File: src/rtl/pmem_arbiter.sv
`default_nettype none
// ============================================================================
// Module   : pmem_arbiter
// Brief    : Arbitrates icache fills and dcache fills/write-backs onto a single
//            physical memory port. Define PMEM_ARB_ROUND_ROBIN_EN for
//            alternating priority; otherwise dcache has fixed priority.
// Revision : 1.0 - initial release
// ============================================================================
module pmem_arbiter #(
    parameter int ADDR_W = 32,
    parameter int LINE_W = 256
) (
    input  logic              clk,
    input  logic              rst,

    input  logic              i_pmem_read,
    input  logic [ADDR_W-1:0] i_pmem_address,
    output logic [LINE_W-1:0] i_pmem_rdata,
    output logic              i_pmem_resp,

    input  logic              d_pmem_read,
    input  logic              d_pmem_write,
    input  logic [ADDR_W-1:0] d_pmem_address,
    input  logic [LINE_W-1:0] d_pmem_wdata,
    output logic [LINE_W-1:0] d_pmem_rdata,
    output logic              d_pmem_resp,

    output logic              pmem_read,
    output logic              pmem_write,
    output logic [ADDR_W-1:0] pmem_address,
    output logic [LINE_W-1:0] pmem_wdata,
    input  logic [LINE_W-1:0] pmem_rdata,
    input  logic              pmem_resp
);

    localparam logic [1:0] IDLE   = 2'd0;
    localparam logic [1:0] I_XFER = 2'd1;
    localparam logic [1:0] D_XFER = 2'd2;

    logic [1:0]        r_state;
    logic [1:0]        w_next_state;
    logic [ADDR_W-1:0] r_addr;
    logic [LINE_W-1:0] r_wdata;
    logic              r_write;
    logic              w_d_req;
    logic              w_d_prio;
    logic              w_grant_d;
    logic              w_grant_i;

`ifdef PMEM_ARB_ROUND_ROBIN_EN
    // 0 = icache was granted last (reset value), so dcache wins first.
    logic r_last_d;

    always_ff @(posedge clk or posedge rst) begin
        if (rst) begin
            r_last_d <= 1'b0;
        end else if (r_state == IDLE && (w_grant_d || w_grant_i)) begin
            r_last_d <= w_grant_d;
        end
    end

    assign w_d_prio = ~r_last_d;
`else
    assign w_d_prio = 1'b1;
`endif

    always_comb begin
        w_d_req   = d_pmem_read | d_pmem_write;
        w_grant_d = w_d_req & (~i_pmem_read | w_d_prio);
        w_grant_i = i_pmem_read & ~w_grant_d;
    end

    // State register
    always_ff @(posedge clk or posedge rst) begin
        if (rst) begin
            r_state <= IDLE;
        end else begin
            r_state <= w_next_state;
        end
    end

    // Next-state logic
    always_comb begin
        w_next_state = r_state;
        case (r_state)
            IDLE: begin
                if (w_grant_d) begin
                    w_next_state = D_XFER;
                end else if (w_grant_i) begin
                    w_next_state = I_XFER;
                end
            end
            I_XFER, D_XFER: begin
                if (pmem_resp) begin
                    w_next_state = IDLE;
                end
            end
            default: w_next_state = IDLE;
        endcase
    end

    // Request is captured on the grant edge so the command stays stable even
    // if the requester changes or drops its inputs mid-transfer.
    always_ff @(posedge clk or posedge rst) begin
        if (rst) begin
            r_addr  <= '0;
            r_wdata <= '0;
            r_write <= 1'b0;
        end else if (r_state == IDLE) begin
            if (w_grant_d) begin
                r_addr  <= d_pmem_address;
                r_wdata <= d_pmem_wdata;
                r_write <= d_pmem_write;
            end else if (w_grant_i) begin
                r_addr  <= i_pmem_address;
                r_wdata <= '0;
                r_write <= 1'b0;
            end
        end
    end

    // Output logic
    always_comb begin
        pmem_read    = 1'b0;
        pmem_write   = 1'b0;
        pmem_address = '0;
        pmem_wdata   = '0;
        i_pmem_resp  = 1'b0;
        d_pmem_resp  = 1'b0;
        case (r_state)
            I_XFER: begin
                pmem_read    = 1'b1;
                pmem_address = r_addr;
                i_pmem_resp  = pmem_resp;
            end
            D_XFER: begin
                pmem_read    = ~r_write;
                pmem_write   = r_write;
                pmem_address = r_addr;
                pmem_wdata   = r_wdata;
                d_pmem_resp  = pmem_resp;
            end
            default: ;
        endcase
    end

    assign i_pmem_rdata = pmem_rdata;
    assign d_pmem_rdata = pmem_rdata;

endmodule
`default_nettype wire

File: config.mk
export PLATFORM = sky130hd
export DESIGN_NAME = pmem_arbiter
export DESIGN_NICKNAME = d
export VERILOG_FILES = /design/src/rtl/pmem_arbiter.sv
export SDC_FILE = /design/constraint.sdc
export NUM_CORES = 1
export LEC_CHECK = 0
export BUFFER_PORTS_ARGS = -buffer_cell sky130_fd_sc_hd__buf_4
export CAP_MARGIN = 20
export CORE_AREA = 2 2 537 539
export CTS_CLUSTER_SIZE = 16
export DETAILED_ROUTE_END_ITERATION = 6
export DIE_AREA = 0 0 539 541
export REMOVE_ABC_BUFFERS = 1
export SYNTH_ARGS = -nofsm -noshare
export SYNTH_HDL_FRONTEND = slang
export SYNTH_SLANG_ARGS = --single-unit
File: constraint.sdc
create_clock -name clk -period 9.5 [get_ports clk]
set_clock_uncertainty 0.1 [all_clocks]
set_input_delay 0.95 -clock clk [delete_from_list [all_inputs] [get_ports clk]]
set_output_delay 0.95 -clock clk [all_outputs]
set_load 0.02 [all_outputs]
Word-level counts from Yosys, hierarchy flattened

Index checks and enable logic that the tools add are counted.

Register bits: 291
Bits in latches: 0
Bits in writable memories: 0
Bits in read-only memories: 0
Memories: 0

$add $sub $neg: 0
Multiply operators: 0
Div/mod/pow operators: 0
Magnitude comparators: 0
Equal/unequal tests: 4
Shifts and indexed selects: 0
Muxes and demuxes: 16
Bitwise operators: 4
Reduce and logical (&&, ||, !) cells: 5

Operators by type and width:

| cell                                           | number |
|---|---|
| two-way mux 256 bit                            | 3 |
| two-way mux 32 bit                             | 3 |
| two-way mux 2 bit                              | 3 |
| two-way mux 1 bit                              | 5 |
| case mux 2 bit (2 select lines)                | 1 |
| AND reduction 2 bit                            | 2 |
| != test 3 bit (second input constant)          | 1 |
| == test 2 x 1 -> 1 bit (second input constant) | 1 |
| == test 2 bit (second input constant)          | 1 |
| zero test 2 bit                                | 1 |
| != test 2 x 1 -> 1 bit (second input constant) | 1 |
| inverter 1 bit                                 | 2 |
| case mux 1 bit (2 select lines)                | 1 |
| nonzero test 2 bit                             | 1 |
| OR reduction 2 bit                             | 1 |
| bitwise AND 1 bit                              | 1 |
| bitwise OR 1 bit                               | 1 |

Depth between registers and ports, before layout

Gate-level depths: netlist of run 1.

Depth in word-level cells: 6
Gate-level depth with buffers: 7

Least setup slack after synthesis of run 1

No wires, ideal clock.

Kind: register to output
Start: register r_state[0]
End: output pmem_wdata[164]
Data arrival time: 1.504 ns
Data required time: 8.450 ns
Slack: 6.946 ns
Cell stages (with the launch flop): 7
Cells stage by stage: dfrtp_1 > inv_1 > ha_1 > clkbuf_1 > clkbuf_1 > clkbuf_1 > and2_1

Cells in the longest elaborated chain, start to end: 2

RTL lines:

| what                   | line | source |
|---|---|---|
| start, declared        | 40   | `logic [1:0] r_state;` |
| start signal, assigned | 78   | `r_state <= w_next_state;` |
| == test 2 bit          | 130  | `case (r_state)` |
| two-way mux 256 bit    | 130  |  |
| end, declared          | 31   | `output logic [LINE_W-1:0] pmem_wdata,` |

Every way passes these cells.

Worst setup path in the final report of run 1

Start: register r_state[0]
End: output pmem_wdata[75]

Same word-level chain as after synthesis.

==> flow_summary.ini, run 1 <==
[sta]
worst_slew_pin_slew_ns = 1.03
setup_slack_ns = 5.23
clock.fmax_mhz = 234
hold_viol_final = 0
setup_viol = 0
rsz0062_at_grt = no
hold_ws_ns = 0.336
slew_headroom_pct = 31.0
finalMaxSlewViolations = 0
period_needed_ns = 4.27
min_period_over_period_pct = 45.0

[drt]
viasPerCell = 2.77
ant_nets = 0
drt-total-wl_mm = 333
drt_first_pass_iters = 5
drtIter0Drc = 1485
wire_per_inst_um = 61.0
route.vias.total = 15100
drc_errors = 0

[yosys]
synth_fa_ha_area_share_pct = 0.229
yosysSeqAreaShare_pct = 44.4
syn_avg_cell_area_um2 = 10.5
synth_area_um2 = 16400
synth_top_area_share_pct = 44.4
yosys.area.top_type = dfrtp_1
synth-simple-area-share_pct = 12.2
synth_cell_type_count = 18
ys_warn_count = 0
synth_edf_count = 0
synthCells = 1566
synth_mux_area_share_pct = 1.95
ys_top_cells_by_area = dfrtp_1 (44%), buf_4 (23%), a22o_1 (14%)
ys_ff_latch = 291
ys.flop_type = dfrtp_1
synthTopCellsByCount = buf_4 (513), and2_1 (291), dfrtp_1 (291), a22o_1 (256), buf_2 (61)
synth_compound_area_share_pct = 15.0
synth_top_family_by_area = buffers and inverters
synth.most_common_cell = buf_4
synth-xor-area-share_pct = 0
ys_async_sr_fraction_pct = 100

[setup_path]
endpoint_kind = output port
r2r_start = r_state[0]
required_ns = 8.45
worst-r2r-cell-count = 7
crit_chain = inv_1, ha_4, buf_4, and2_1, buf_4
worst-setup-path-type = flip-flop to output port
path_max_fanout = 98
crit_arrival_ns = 3.22
r2r_slack_ns = 5.86
critPathMaxStageDelay_ns = 0.79
crit_top_cell = buf_4
critPathSlowestCell = buf_4
r2r-end = r_wdata[150]
start_kind = flip-flop

[global_route]
track_usage_pct = 22.2
grt_max_degree = 160
grt_pass1_vias = 13200
grt_pass1_wl_mm = 366
antenna_found_initial = 171
overflow = 0

[place]
io_buffers = 617
gp_congestion = 0.906
place_ws_ns = 5.26
dp_hpwl_mm = 294
dp_cells = 5366
placed_area_um2 = 21600

[power_and_ir_drop]
powerDensity_nw_per_um2 = 358
ir_drop_v = 0.000139
leakagePower_nw = 9.60

[cells_and_area]
final_cell_area_um2 = 23000
nets = 2210
fin_util_pct = 8.05
final-instance-count-excl-fill = 5455
drive_above_1_share_pct = 42.3
areaGrowthSynthToFinish_pct = 40.6
fillers = 33300

[clocking]
cts_resized = 0
cts_sinks = 291
cts-root-buf = clkbuf_16
post_cts_buffers = 0
tritoncts = yes
cts_max_level = 2
cts.clk_slew.worst_paths_ns = 0.06
numCtsBuffers = 38
cts_hold_buf = 0
insertion_delay_ns = 0.63
clk_path_buf_depth = 3

[floorplan]
dieWidth_um = 539
die_h_um = 541
initial_utilization_pct = 5.72
pin_count = 1386
die_area_um2 = 292000
core_area_um2 = 286000
rows = 197

[hold_path]
hp-class = input port to async pin

[outcome]
status = finished clean

[flow_run]
max-cap-violations = 0
-- cell usage in the layout (no fill, tap or decap), types with 4 or more instances in the layout --
master / count
nand2_1: 36
dfrtp_1: 291
and2_1: 291
mux2i_1: 32
clkbuf_1: 6
o21ai_0: 32
clkbuf_16: 38
bufinv_16: 8
buf_4: 629
clkinv_2: 5
clkbuf_8: 4
a22o_1: 256
diode_2: 20
-- layout make-up --
type	count	area [um2]	share of cell area (%)
multi-input cells	661	4830	20.9
flip-flops and latches	291	7280	31.6
diodes	20	50.0	0.217
repair buffers	630	4740	20.6
clock inverters	21	365	1.59
clock buffers	48	1030	4.46
well taps	3781	4730	20.5
inverters	3	18.8	0.0814
-- layer usage --
metal | share of wire (%) | track usage [%] | up-vias
met4 | 7.5 | 12.8 | 47
li1 | - | - | 4881
met2 | 42 | 33.7 | 2679
met3 | 30 | 31.7 | 578
met1 | 18 | 10.9 | 6938
met5 | 2.3 | 19.1 | -
-- flip-flops by register name, summed over array words and instances, names as in the netlist --
name,cells
r_state,2
r_addr,32
r_wdata,256
r_write,1
-- stage by stage --
stage	setup TNS, ns	power, mW
after detailed placement	0	6.64
final	0	8.24
after global routing	0	8.82
after floorplan	-206.40	4.36
after global placement	0	6.60
after CTS	0	8.41
-- cell families after synthesis --
logic type	after synthesis
AOI/OAI and AO/OA	294
buffers and inverters	614
muxes	32
DFF	291
and+or+nand+nor	332
adders and majority gates	3
-- how the worst max path moves through the flow --
stage	endpoint	start	slack, ns
after floorplan	r_wdata[0]	d_pmem_write	-0.80
after global placement	r_wdata[25]	d_pmem_write	5.34
after detailed placement	r_wdata[10]	d_pmem_write	5.26
after CTS	pmem_wdata[75]	r_state[0]	5.13
after global routing	pmem_wdata[223]	r_state[0]	4.94
final	pmem_wdata[75]	r_state[0]	5.23
-- worst max-delay path: cells and delay by family, from the launching register on --
kind / cells / cell delay [ns]
simple gates: 1 / 0.26
flops: 1 / 0.40
buf+inv: 3 / 1.16
fa+ha+maj: 1 / 0.64
-- power by group --
group / leakage, nW / switching, mW / internal (mW)
Combinational: 5.31 / 2.82 / 1.52
Sequential: 3.61 / 0.366 / 1.84
Clock: 0.672 / 0.702 / 0.995
Total: 9.60 / 3.89 / 4.36
Note: power is estimated with default switching activity, not from simulation.
==> run 2: changes to the inputs <==
--- a/config.mk
+++ b/config.mk
@@ -7,10 +7,10 @@
 export LEC_CHECK = 0
 export BUFFER_PORTS_ARGS = -buffer_cell sky130_fd_sc_hd__buf_4
 export CAP_MARGIN = 20
-export CORE_AREA = 2 2 537 539
+export CORE_AREA = 2 2 547 549
 export CTS_CLUSTER_SIZE = 16
 export DETAILED_ROUTE_END_ITERATION = 6
-export DIE_AREA = 0 0 539 541
+export DIE_AREA = 0 0 549 551
 export REMOVE_ABC_BUFFERS = 1
 export SYNTH_ARGS = -nofsm -noshare
 export SYNTH_HDL_FRONTEND = slang
==> constraint.sdc (replaced) <==
create_clock -name clk -period 4.21 [get_ports clk]
set_clock_uncertainty 0.1 [all_clocks]
set_input_delay 0.421 -clock clk [delete_from_list [all_inputs] [get_ports clk]]
set_output_delay 0.421 -clock clk [all_outputs]
set_load 0.02 [all_outputs]
==> run 2 against run 1 <==
  * Global-route usage shrank 0.60 points
  * Critical path type unchanged
  * Clock power grew 140%
  * Setup slack lost 4.2 ns
  * Register-to-register slack lost 4.1 ns
  * Count of clock-buffer cells in the layout grew 7
  * Via count grew 9.6%
  * Critical endpoint is now pmem_wdata[37]
  * Cell area grew 16%
  * Critical path depth is the same
  * Die area grew 3.7%
  * Power grew 140%
  * Sequential share of layout area shrank 4.3 points
==> flow_summary.ini, run 2 (same netlist as run 1, synthesis figures left out) <==
[floorplan]
rows = 200
core_area_um2 = 296000
die_h_um = 551
dieWidth_um = 549
die_area_um2 = 302000
initial_utilization_pct = 5.53
pin_count = 1386

[drt]
ant_nets = 0
route.vias.total = 16600
viasPerCell = 2.79
drt_first_pass_iters = 5
drc_errors = 0
drt-total-wl_mm = 337
wire_per_inst_um = 56.7
drtIter0Drc = 1614

[clocking]
post_cts_buffers = 0
numCtsBuffers = 42
tritoncts = yes
cts_max_level = 2
insertion_delay_ns = 0.65
cts-root-buf = clkbuf_16
cts.clk_slew.worst_paths_ns = 0.06
clk_path_buf_depth = 3
cts_sinks = 291

[hold_path]
hp-class = input port to flip-flop

[sta]
fin_setup_tns_ns = 0
slew_headroom_pct = 43.6
period_needed_ns = 3.19
worst_slew_pin_slew_ns = 0.846
rsz0062_at_grt = no
hold_viol_final = 0
min_period_over_period_pct = 75.8
setup_viol = 0
clock.fmax_mhz = 313
finalMaxSlewViolations = 0

[cells_and_area]
top_register = r_wdata
drive_above_1_share_pct = 36.0
final_cell_area_um2 = 26600
largest_registers = r_wdata x256, r_addr x32, r_state x2
layout_commonest_cell = buf_4
areaGrowthSynthToFinish_pct = 62.4
nets = 2528
largest_register_ffs = 256
final_cell_mix = buf_4 (625), dlygate4sd3_1 (311), and2_1 (291), dfrtp_1 (291), a22o_1 (256)

[power_and_ir_drop]
ir_drop_v = 0.000906
p_total_mw = 19.5
leakagePower_nw = 11.0
powerDensity_nw_per_um2 = 731

[setup_path]
r2r_slack_ns = 1.77
endpoint_kind = output port
critPathMaxStageDelay_ns = 0.53
required_ns = 3.69
path_max_fanout = 118
crit_family = buffers and inverters
crit_chain = inv_1, ha_4, buf_12, and2_1, buf_4
worst-setup-path-type = flip-flop to output port
path_buf_inv = 3
critPathSlowestCell = ha_4
start_kind = flip-flop
crit_arrival_ns = 2.67

[place]
gp_congestion = 0.880
placed_area_um2 = 21900
dp_hpwl_mm = 296
io_buffers = 617

[global_route]
overflow = 0
antenna_found_initial = 210
grt_max_degree = 127
track_usage_pct = 21.6
grt_pass1_wl_mm = 370
grt_pass1_vias = 14700

[outcome]
status = finished clean

[flow_run]
max-cap-violations = 0
run 2: cell types whose count changed in the layout (fill, tap and decap cells not counted), moves of 2 or more:
cell / delta
clkinv_4: +3
clkbuf_8: +4
inv_6: +2
buf_12: +7
clkbuf_16: +4
buf_4: -4
bufinv_16: -3
dlygate4sd3_1: +311
diode_2: +15
run 2: repair_timing:
action | CTS | global route
gates resized for setup | 0 | 0
hold endpoints to repair | 336 | 0
setup endpoints to repair | 0 | 0
hold buffers | 311 | 0
run 2: path summary, 6_finish.rpt:
path,from,cells past startpoint,end
worst max-delay path,r_state[0],5,pmem_wdata[37]
worst min-delay path,d_pmem_address[8],3,r_addr[8]
worst max register to register,r_state[0],5,r_wdata[88]
worst min register to register,r_addr[7],2,r_addr[7]
max in group asynchronous,rst,4,r_addr[30]
min in group asynchronous,rst,3,r_wdata[233]
run 2: area by class of cell:
cell class | count | area (um2)
diodes | 35 | 87.6
clock buffers | 55 | 1180
clock inverters | 23 | 342
fillers | 34400 | 270000
inverters | 3 | 18.8
multi-input cells | 661 | 4820
flip-flops and latches | 291 | 7280
well taps | 3939 | 4930
repair buffers | 944 | 7970
run 2: stage by stage:
stage / instances / setup WS, ns / hold WS, ns / utilization [%]
final: 5951 / 1.02 / 0.0441 / 8.99
after global routing: 5924 / 0.811 / 0.0147 / 8.96
after CTS: 5916 / 0.923 / 0.00464 / 8.96
after detailed placement: 5527 / 1.55 / 0.362 / 7.39
after global placement: 5527 / 1.59 / 0.355 / 7.39
after floorplan: 955 / -5.70 / 0.342 / -
run 2: worst register-to-register path, stage by stage, from the launching register on:
cell and delay (ns):
dfrtp_1 0.40, inv_1 0.13, ha_1 0.29, nor2b_4 0.56, buf_12 0.46, a22o_1 0.42
run 2: per-layer routing:
metal,routed length [um],track usage [%]
met2,141000,32.4
met4,20500,10.3
met5,7950,18.9
met1,77600,14.0
met3,89700,27.0
run 2: power by group:
part	internal [mW]	leakage, nW	switching [mW]
Clock	2.32	0.739	1.71
Sequential	4.13	3.61	1.72
Combinational	3.70	6.66	5.88
Total	10.2	11.0	9.31
